`config.mk`:
```
export PLATFORM = sky130hd
export DESIGN_NAME = stack_master_flat
export DESIGN_NICKNAME = d
export VERILOG_FILES = /design/src/rtl/stack_pkg.sv /design/src/rtl/stack_master_if.sv /design/src/rtl/stack_level_counter.sv /design/src/rtl/stack_master.sv /design/src/flat_wrapper.sv
export SDC_FILE = /design/constraint.sdc
export NUM_CORES = 1
export LEC_CHECK = 0
export CAP_MARGIN = 10
export CORE_MARGIN = 4
export CORE_UTILIZATION = 47
export DETAILED_ROUTE_END_ITERATION = 10
export HOLD_SLACK_MARGIN = 0.08
export PLACE_DENSITY = 0.85
export SLEW_MARGIN = 20
export SYNTH_ARGS = -nofsm -noshare
export SYNTH_HDL_FRONTEND = slang
export SYNTH_SLANG_ARGS = --single-unit
```
`constraint.sdc`:
```
create_clock -name clk -period 3.28 [get_ports clk]
set_clock_uncertainty 0.05 [all_clocks]
set_input_delay 0.492 -clock clk [delete_from_list [all_inputs] [get_ports clk]]
set_output_delay 0.492 -clock clk [all_outputs]
set_load 0.01 [all_outputs]
```
`src/rtl/stack_pkg.sv`:
```
`default_nettype none
// ============================================================================
// Module      : stack_pkg
// Description : Shared encodings and default geometry for the 8Queen LIFO
//               stack and its initiator-side controller.
// Revision    : 1.0 - initial release
// ============================================================================
package stack_pkg;

    localparam int DEPTH_DEFAULT   = 8;
    localparam int WIDTH_DEFAULT   = 6;
    localparam int TIMEOUT_DEFAULT = 16;

    localparam logic OP_PUSH = 1'b0;
    localparam logic OP_POP  = 1'b1;

    localparam logic [1:0] ERR_OK  = 2'd0;
    localparam logic [1:0] ERR_OVF = 2'd1;
    localparam logic [1:0] ERR_UNF = 2'd2;
    localparam logic [1:0] ERR_TMO = 2'd3;

    localparam logic [1:0] ST_IDLE  = 2'd0;
    localparam logic [1:0] ST_ISSUE = 2'd1;
    localparam logic [1:0] ST_WAIT  = 2'd2;
    localparam logic [1:0] ST_RESP  = 2'd3;

endpackage
`default_nettype wire

```
`src/rtl/stack_master_if.sv`:
```
`default_nettype none
// ============================================================================
// Module      : stack_master_if
// Description : Command/response and stack-side signal bundle for stack_master.
// Revision    : 1.0 - initial release
// ============================================================================
interface stack_master_if
    import stack_pkg::*;
#(
    parameter int DEPTH = DEPTH_DEFAULT,
    parameter int WIDTH = WIDTH_DEFAULT
);
    localparam int c_LVL_W = $clog2(DEPTH + 1);

    logic               cmd_valid;
    logic               cmd_ready;
    logic               cmd_op;
    logic [WIDTH-1:0]   cmd_data;
    logic               rsp_valid;
    logic [WIDTH-1:0]   rsp_data;
    logic [1:0]         rsp_err;
    logic [c_LVL_W-1:0] level;
    logic               user_push;
    logic               user_pop;
    logic [WIDTH-1:0]   bus_in;
    logic [WIDTH-1:0]   bus_out;
    logic               overflow;
    logic               underflow;
    logic               ready;

    modport master (
        input  cmd_valid, cmd_op, cmd_data, bus_out, overflow, underflow, ready,
        output cmd_ready, rsp_valid, rsp_data, rsp_err, level,
               user_push, user_pop, bus_in
    );

    modport slave (
        output cmd_valid, cmd_op, cmd_data, bus_out, overflow, underflow, ready,
        input  cmd_ready, rsp_valid, rsp_data, rsp_err, level,
               user_push, user_pop, bus_in
    );

endinterface
`default_nettype wire

```
`src/rtl/stack_level_counter.sv`:
```
`default_nettype none
// ============================================================================
// Module      : stack_level_counter
// Description : Saturating up/down occupancy mirror with full/empty flags.
// Revision    : 1.0 - initial release
// ============================================================================
module stack_level_counter
    import stack_pkg::*;
#(
    parameter int DEPTH = DEPTH_DEFAULT
) (
    input  logic                       clk,
    input  logic                       rst,
    input  logic                       i_inc,
    input  logic                       i_dec,
    output logic [$clog2(DEPTH+1)-1:0] o_level,
    output logic                       o_full,
    output logic                       o_empty
);
    localparam int c_LVL_W = $clog2(DEPTH + 1);

    logic [c_LVL_W-1:0] r_level;
    logic               w_full;
    logic               w_empty;

    assign w_full  = (r_level == c_LVL_W'(DEPTH));
    assign w_empty = (r_level == '0);

    always_ff @(posedge clk) begin
        if (rst) begin
            r_level <= '0;
        end else if (i_inc && !i_dec && !w_full) begin
            r_level <= r_level + 1'b1;
        end else if (i_dec && !i_inc && !w_empty) begin
            r_level <= r_level - 1'b1;
        end
    end

    assign o_level = r_level;
    assign o_full  = w_full;
    assign o_empty = w_empty;

endmodule
`default_nettype wire

```
`src/rtl/stack_master.sv`:
```
`default_nettype none
// ============================================================================
// Module      : stack_master
// Description : Initiator-side controller for the LIFO stack: one command in
//               flight, local over/underflow rejection, timeout on completion.
// Revision    : 1.0 - initial release
// ============================================================================
module stack_master
    import stack_pkg::*;
#(
    parameter int DEPTH   = DEPTH_DEFAULT,
    parameter int WIDTH   = WIDTH_DEFAULT,
    parameter int TIMEOUT = TIMEOUT_DEFAULT
) (
    input  logic           clk,
    input  logic           reset,
    stack_master_if.master bus
);
    localparam int c_CNT_W = (TIMEOUT > 1) ? $clog2(TIMEOUT) : 1;
    localparam int c_LVL_W = $clog2(DEPTH + 1);

    logic [1:0]         r_state;
    logic [1:0]         w_next;
    logic               r_op;
    logic [WIDTH-1:0]   r_data;
    logic [WIDTH-1:0]   r_rdata;
    logic [1:0]         r_err;
    logic [c_CNT_W-1:0] r_cnt;
    logic               w_full;
    logic               w_empty;
    logic               w_accept;
    logic               w_last;
    logic               w_ok;
    logic [c_LVL_W-1:0] w_level;

    assign w_accept = (r_state == ST_IDLE) && bus.cmd_valid && bus.ready;
    assign w_last   = (r_cnt == c_CNT_W'(TIMEOUT - 1));
    assign w_ok     = (r_state == ST_RESP) && (r_err == ERR_OK);

    always_ff @(posedge clk) begin
        if (reset) begin
            r_state <= ST_IDLE;
        end else begin
            r_state <= w_next;
        end
    end

    always_comb begin
        w_next        = r_state;
        bus.cmd_ready = 1'b0;
        bus.user_push = 1'b0;
        bus.user_pop  = 1'b0;
        bus.bus_in    = '0;
        bus.rsp_valid = 1'b0;
        bus.rsp_err   = ERR_OK;
        bus.rsp_data  = '0;
        case (r_state)
            ST_IDLE: begin
                // Gate with reset so cmd_ready is 0 while reset is held.
                bus.cmd_ready = bus.ready && !reset;
                if (w_accept) begin
                    if ((bus.cmd_op == OP_PUSH && w_full) ||
                        (bus.cmd_op == OP_POP && w_empty)) begin
                        w_next = ST_RESP;
                    end else begin
                        w_next = ST_ISSUE;
                    end
                end
            end
            ST_ISSUE: begin
                bus.user_push = (r_op == OP_PUSH);
                bus.user_pop  = (r_op == OP_POP);
                bus.bus_in    = r_data;
                w_next        = ST_WAIT;
            end
            ST_WAIT: begin
                bus.bus_in = r_data;
                if (bus.ready || w_last) begin
                    w_next = ST_RESP;
                end
            end
            default: begin
                bus.rsp_valid = 1'b1;
                bus.rsp_err   = r_err;
                bus.rsp_data  = (w_ok && r_op == OP_POP) ? r_rdata : '0;
                w_next        = ST_IDLE;
            end
        endcase
    end

    always_ff @(posedge clk) begin
        if (reset) begin
            r_op    <= OP_PUSH;
            r_data  <= '0;
            r_rdata <= '0;
            r_err   <= ERR_OK;
            r_cnt   <= '0;
        end else begin
            case (r_state)
                ST_IDLE: begin
                    if (w_accept) begin
                        r_op    <= bus.cmd_op;
                        r_data  <= bus.cmd_data;
                        r_rdata <= '0;
                        if (bus.cmd_op == OP_PUSH && w_full) begin
                            r_err <= ERR_OVF;
                        end else if (bus.cmd_op == OP_POP && w_empty) begin
                            r_err <= ERR_UNF;
                        end else begin
                            r_err <= ERR_OK;
                        end
                    end
                end
                ST_ISSUE: begin
                    r_cnt <= '0;
                end
                ST_WAIT: begin
                    // Completion wins over timeout if both land on the same cycle.
                    if (bus.ready) begin
                        r_rdata <= bus.bus_out;
                        if (bus.overflow) begin
                            r_err <= ERR_OVF;
                        end else if (bus.underflow) begin
                            r_err <= ERR_UNF;
                        end else begin
                            r_err <= ERR_OK;
                        end
                    end else if (w_last) begin
                        r_err <= ERR_TMO;
                    end else begin
                        r_cnt <= r_cnt + 1'b1;
                    end
                end
                default: begin
                end
            endcase
        end
    end

    stack_level_counter #(
        .DEPTH (DEPTH)
    ) u_level (
        .clk     (clk),
        .rst     (reset),
        .i_inc   (w_ok && r_op == OP_PUSH),
        .i_dec   (w_ok && r_op == OP_POP),
        .o_level (w_level),
        .o_full  (w_full),
        .o_empty (w_empty)
    );

    assign bus.level = w_level;

endmodule
`default_nettype wire

```
`src/flat_wrapper.sv`:
```
// flat-port wrapper written by rule: the top's interface ports become plain ports
module stack_master_flat import stack_pkg::*;
#(
    parameter int DEPTH   = DEPTH_DEFAULT,
    parameter int WIDTH   = WIDTH_DEFAULT,
    parameter int TIMEOUT = TIMEOUT_DEFAULT
)
  (clk, reset, bus_cmd_valid, bus_cmd_op, bus_cmd_data, bus_bus_out, bus_overflow, bus_underflow, bus_ready, bus_cmd_ready, bus_rsp_valid, bus_rsp_data, bus_rsp_err, bus_level, bus_user_push, bus_user_pop, bus_bus_in);
  stack_master_if #(.DEPTH(DEPTH), .WIDTH(WIDTH)) bus_i ();
  input  logic clk;
  input  logic reset;
  input wire logic [$bits(bus_i.cmd_valid)-1:0] bus_cmd_valid;
  input wire logic [$bits(bus_i.cmd_op)-1:0] bus_cmd_op;
  input wire logic [$bits(bus_i.cmd_data)-1:0] bus_cmd_data;
  input wire logic [$bits(bus_i.bus_out)-1:0] bus_bus_out;
  input wire logic [$bits(bus_i.overflow)-1:0] bus_overflow;
  input wire logic [$bits(bus_i.underflow)-1:0] bus_underflow;
  input wire logic [$bits(bus_i.ready)-1:0] bus_ready;
  output wire logic [$bits(bus_i.cmd_ready)-1:0] bus_cmd_ready;
  output wire logic [$bits(bus_i.rsp_valid)-1:0] bus_rsp_valid;
  output wire logic [$bits(bus_i.rsp_data)-1:0] bus_rsp_data;
  output wire logic [$bits(bus_i.rsp_err)-1:0] bus_rsp_err;
  output wire logic [$bits(bus_i.level)-1:0] bus_level;
  output wire logic [$bits(bus_i.user_push)-1:0] bus_user_push;
  output wire logic [$bits(bus_i.user_pop)-1:0] bus_user_pop;
  output wire logic [$bits(bus_i.bus_in)-1:0] bus_bus_in;
  assign bus_i.cmd_valid = bus_cmd_valid;
  assign bus_i.cmd_op = bus_cmd_op;
  assign bus_i.cmd_data = bus_cmd_data;
  assign bus_i.bus_out = bus_bus_out;
  assign bus_i.overflow = bus_overflow;
  assign bus_i.underflow = bus_underflow;
  assign bus_i.ready = bus_ready;
  assign bus_cmd_ready = bus_i.cmd_ready;
  assign bus_rsp_valid = bus_i.rsp_valid;
  assign bus_rsp_data = bus_i.rsp_data;
  assign bus_rsp_err = bus_i.rsp_err;
  assign bus_level = bus_i.level;
  assign bus_user_push = bus_i.user_push;
  assign bus_user_pop = bus_i.user_pop;
  assign bus_bus_in = bus_i.bus_in;
  stack_master #(.DEPTH(DEPTH), .WIDTH(WIDTH), .TIMEOUT(TIMEOUT)) u_core (.clk(clk), .reset(reset), .bus(bus_i));
endmodule
```
==> reports/metrics.yaml <==
floorplan:
  coreArea_mm2: 0.00285
  die_y_um: 63.7
  ioPinCount: 41
  design.die.area_mm2: 0.00406
  fp.dieW_um: 63.7
  start_util: 0.511
  rows: 19
clocking:
  htreeDepth: 1
  cts_buffers: 3
  cts_resized: 0
  clock_path_buffers: 2
  cts_setup_buffers: 0
  clk_pin_slew_worst_paths_ps: 140
  cts.sinks: 25
  clock_latency_ps: 330
  ctsHoldBuffers: 0
  cts-root-buf: "clkbuf_4"
  tritoncts: "done"
global_routing:
  grt_max_degree: 28
  grt_first_pass_wirelength_um: 5660
  grtUsageTotal: 0.173
  antenna_found_initial: 0
  grt_overflow_total: 0
  grt_pass1_vias: 1228
timing:
  slew_headroom: 0.662
  slew_viol_final: 0
  worstMarginPinSlew_ps: 507
  rsz0062_at_grt: "no"
  period_minus_slack_ps: 2860
  timing.final.crit_share: 0.872
  setup_viol_count_final: 0
  finalHoldViolCount: 0
  fmax_mhz: 350
  fin_tns_setup_ps: 0
detailed_routing:
  num_vias: 1283
  drc: 0
  viasPerCell: 5.51
  dr.pass1.iters: 4
  antenna_left: 0
  wl_um: 3410
  drtIter0Drc: 64
  wl_per_cell_um: 14.6
yosys:
  yosysWarningCount: 0
  synthArstFlopShare: 0
  synth_edf_count: 0
  synthFlopType: "dfxtp_1"
  synth.distinct_cells: 42
  ys_ff_latch: 25
  synth_nets: 192
  netlist_area_mm2: 0.00146
  synthCells: 164
  synth_area_per_cell_um2: 8.90
  synth_seq_area_share: 0.343
final_layout:
  nNetsFinal: 231
  final_common_cell: "clkdlybuf4s50_1"
  drive_gt1_frac: 0.0594
  final_cell_mix: "clkdlybuf4s50_1 (40), dfxtp_1 (25), nor2_1 (17), and2_1 (15), nand2_1 (13)"
  syn_to_final_growth_pct: 28.9
  insertedDiodeCount: 0
setup_path:
  crit_type: "reg2out"
  cp-start-kind: "flop"
  reg2reg_to: "u_core.u_level.o_level[3]"
  worstSetupEndpointType: "output port"
  worstPathMaxFanout: 6
  r2r_cells: 8
  critPathArrivalTime_ps: 2320
  worst_r2r_startpoint: "u_core.r_state[0]"
  reg2reg_slack_ps: 700
  critPathRequiredTime_ps: 2740
placement:
  post-dp-hpwl_um: 2630
  place_congestion: 0.848
  portBuffers: 40
hold_path:
  hp-start: "u_core.r_rdata[0]"
  holdCritPathClass: "reg2reg"
  worstHoldEndpoint: "u_core.r_rdata[0]"
  hold-path-cell-count: 2
job:
  max_cap_violations: 0
pwr:
  cellLeakagePower_nw: 0.782
  power_mw: 0.897
  power_per_cell_area_mw_per_mm2: 477
  vdd_ir_drop_max_uv: 272
outcome:
  status: "complete, no violations"
-- cell usage after synthesis, types with 2 or more instances --
master / count / share of area
dfxtp_1: 25 / 0.34
nor2_1: 17 / 0.044
and2_1: 15 / 0.064
nand2_1: 13 / 0.033
mux2i_1: 12 / 0.082
ha_1: 8 / 0.069
a21oi_1: 7 / 0.024
nand4_1: 7 / 0.030
inv_1: 5 / 0.013
xor2_1: 5 / 0.030
a211oi_1: 4 / 0.021
nor3_1: 4 / 0.014
and3_1: 3 / 0.013
clkbuf_1: 3 / 0.0077
nand2b_1: 3 / 0.013
nand3_1: 3 / 0.010
a31oi_1: 2 / 0.0086
buf_6: 2 / 0.015
nor2b_1: 2 / 0.0086
nor4b_1: 2 / 0.012
-- sequential cells by signal (all words and copies together), names as in the netlist --
name and cells:
u_core.r_cnt 4, u_core.r_err 2, u_core.r_state 2, u_core.r_op 1, u_core.r_rdata 6, u_core.r_data 6, u_core.u_level.o_level 4
-- cells by family after synthesis --
group	count (synthesis)	synth area share
AND/OR/NAND/NOR	76	0.283
multiplexers	14	0.100
flip-flops	25	0.343
AO/OA/AOI/OAI	21	0.101
adder cells (fa/ha/maj)	9	0.0823
XOR/XNOR	6	0.0360
buffers and inverters	13	0.0540
-- metal layers --
layer / track usage / up-vias / routed length (um)
li1: - / 644 / -
met4: 0.0620 / 0 / 79
met3: 0.0391 / 9 / 175
met2: 0.295 / 36 / 1640
met5: 0 / - / 0
met1: 0.213 / 594 / 1520
-- layout make-up --
| cell class | count | area (um^2) |
|---|---|---|
| clock buffer | 3 | 22.5 |
| clock inverter | 1 | 5.00 |
| fill | 247 | 972 |
| inverter | 5 | 18.8 |
| multi-input combinational | 126 | 880 |
| sequential | 25 | 500 |
| tap | 31 | 38.8 |
| timing repair buffer | 42 | 415 |
-- worst max path at each step --
stage	start	slack [ps]	to
floorplan	u_core.r_state[0]	940	u_core.u_level.o_level[3]
global placement	u_core.r_state[0]	860	u_core.u_level.o_level[3]
detailed placement	u_core.r_state[0]	750	u_core.u_level.o_level[3]
CTS	u_core.r_state[0]	450	bus_rsp_data[5]
global route	u_core.r_state[0]	260	bus_rsp_data[0]
finish	u_core.r_state[0]	420	bus_rsp_data[5]
-- critical path, stage by stage, from the launching register on --
cell and delay, ps:
dfxtp_1 430, ha_1 210, nor3b_1 310, and3_1 320
and2_1 170, clkdlybuf4s50_1 540
-- report_power, final --
group	leakage [nW]	switching, mW	total, mW	internal [mW]
logic	0.562	0.195	0.373	0.178
clock network	0.0177	0.0999	0.146	0.0460
registers	0.203	0.0378	0.378	0.340
-- through the flow --
| stage | cells | hold slack, ps | utilization | area (um^2) | worst slack (ps) |
|---|---|---|---|---|---|
| after floorplan | 164 | 377 | - | 1460 | 939 |
| after global placement | 229 | 385 | 0.650 | 1850 | 862 |
| after detailed placement | 229 | 390 | 0.650 | 1850 | 748 |
| after CTS | 233 | 409 | 0.659 | 1880 | 445 |
| after global routing | 233 | 431 | 0.659 | 1880 | 261 |
| final | 233 | 405 | 0.659 | 1880 | 421 |
(Power assumes the default switching activity.)
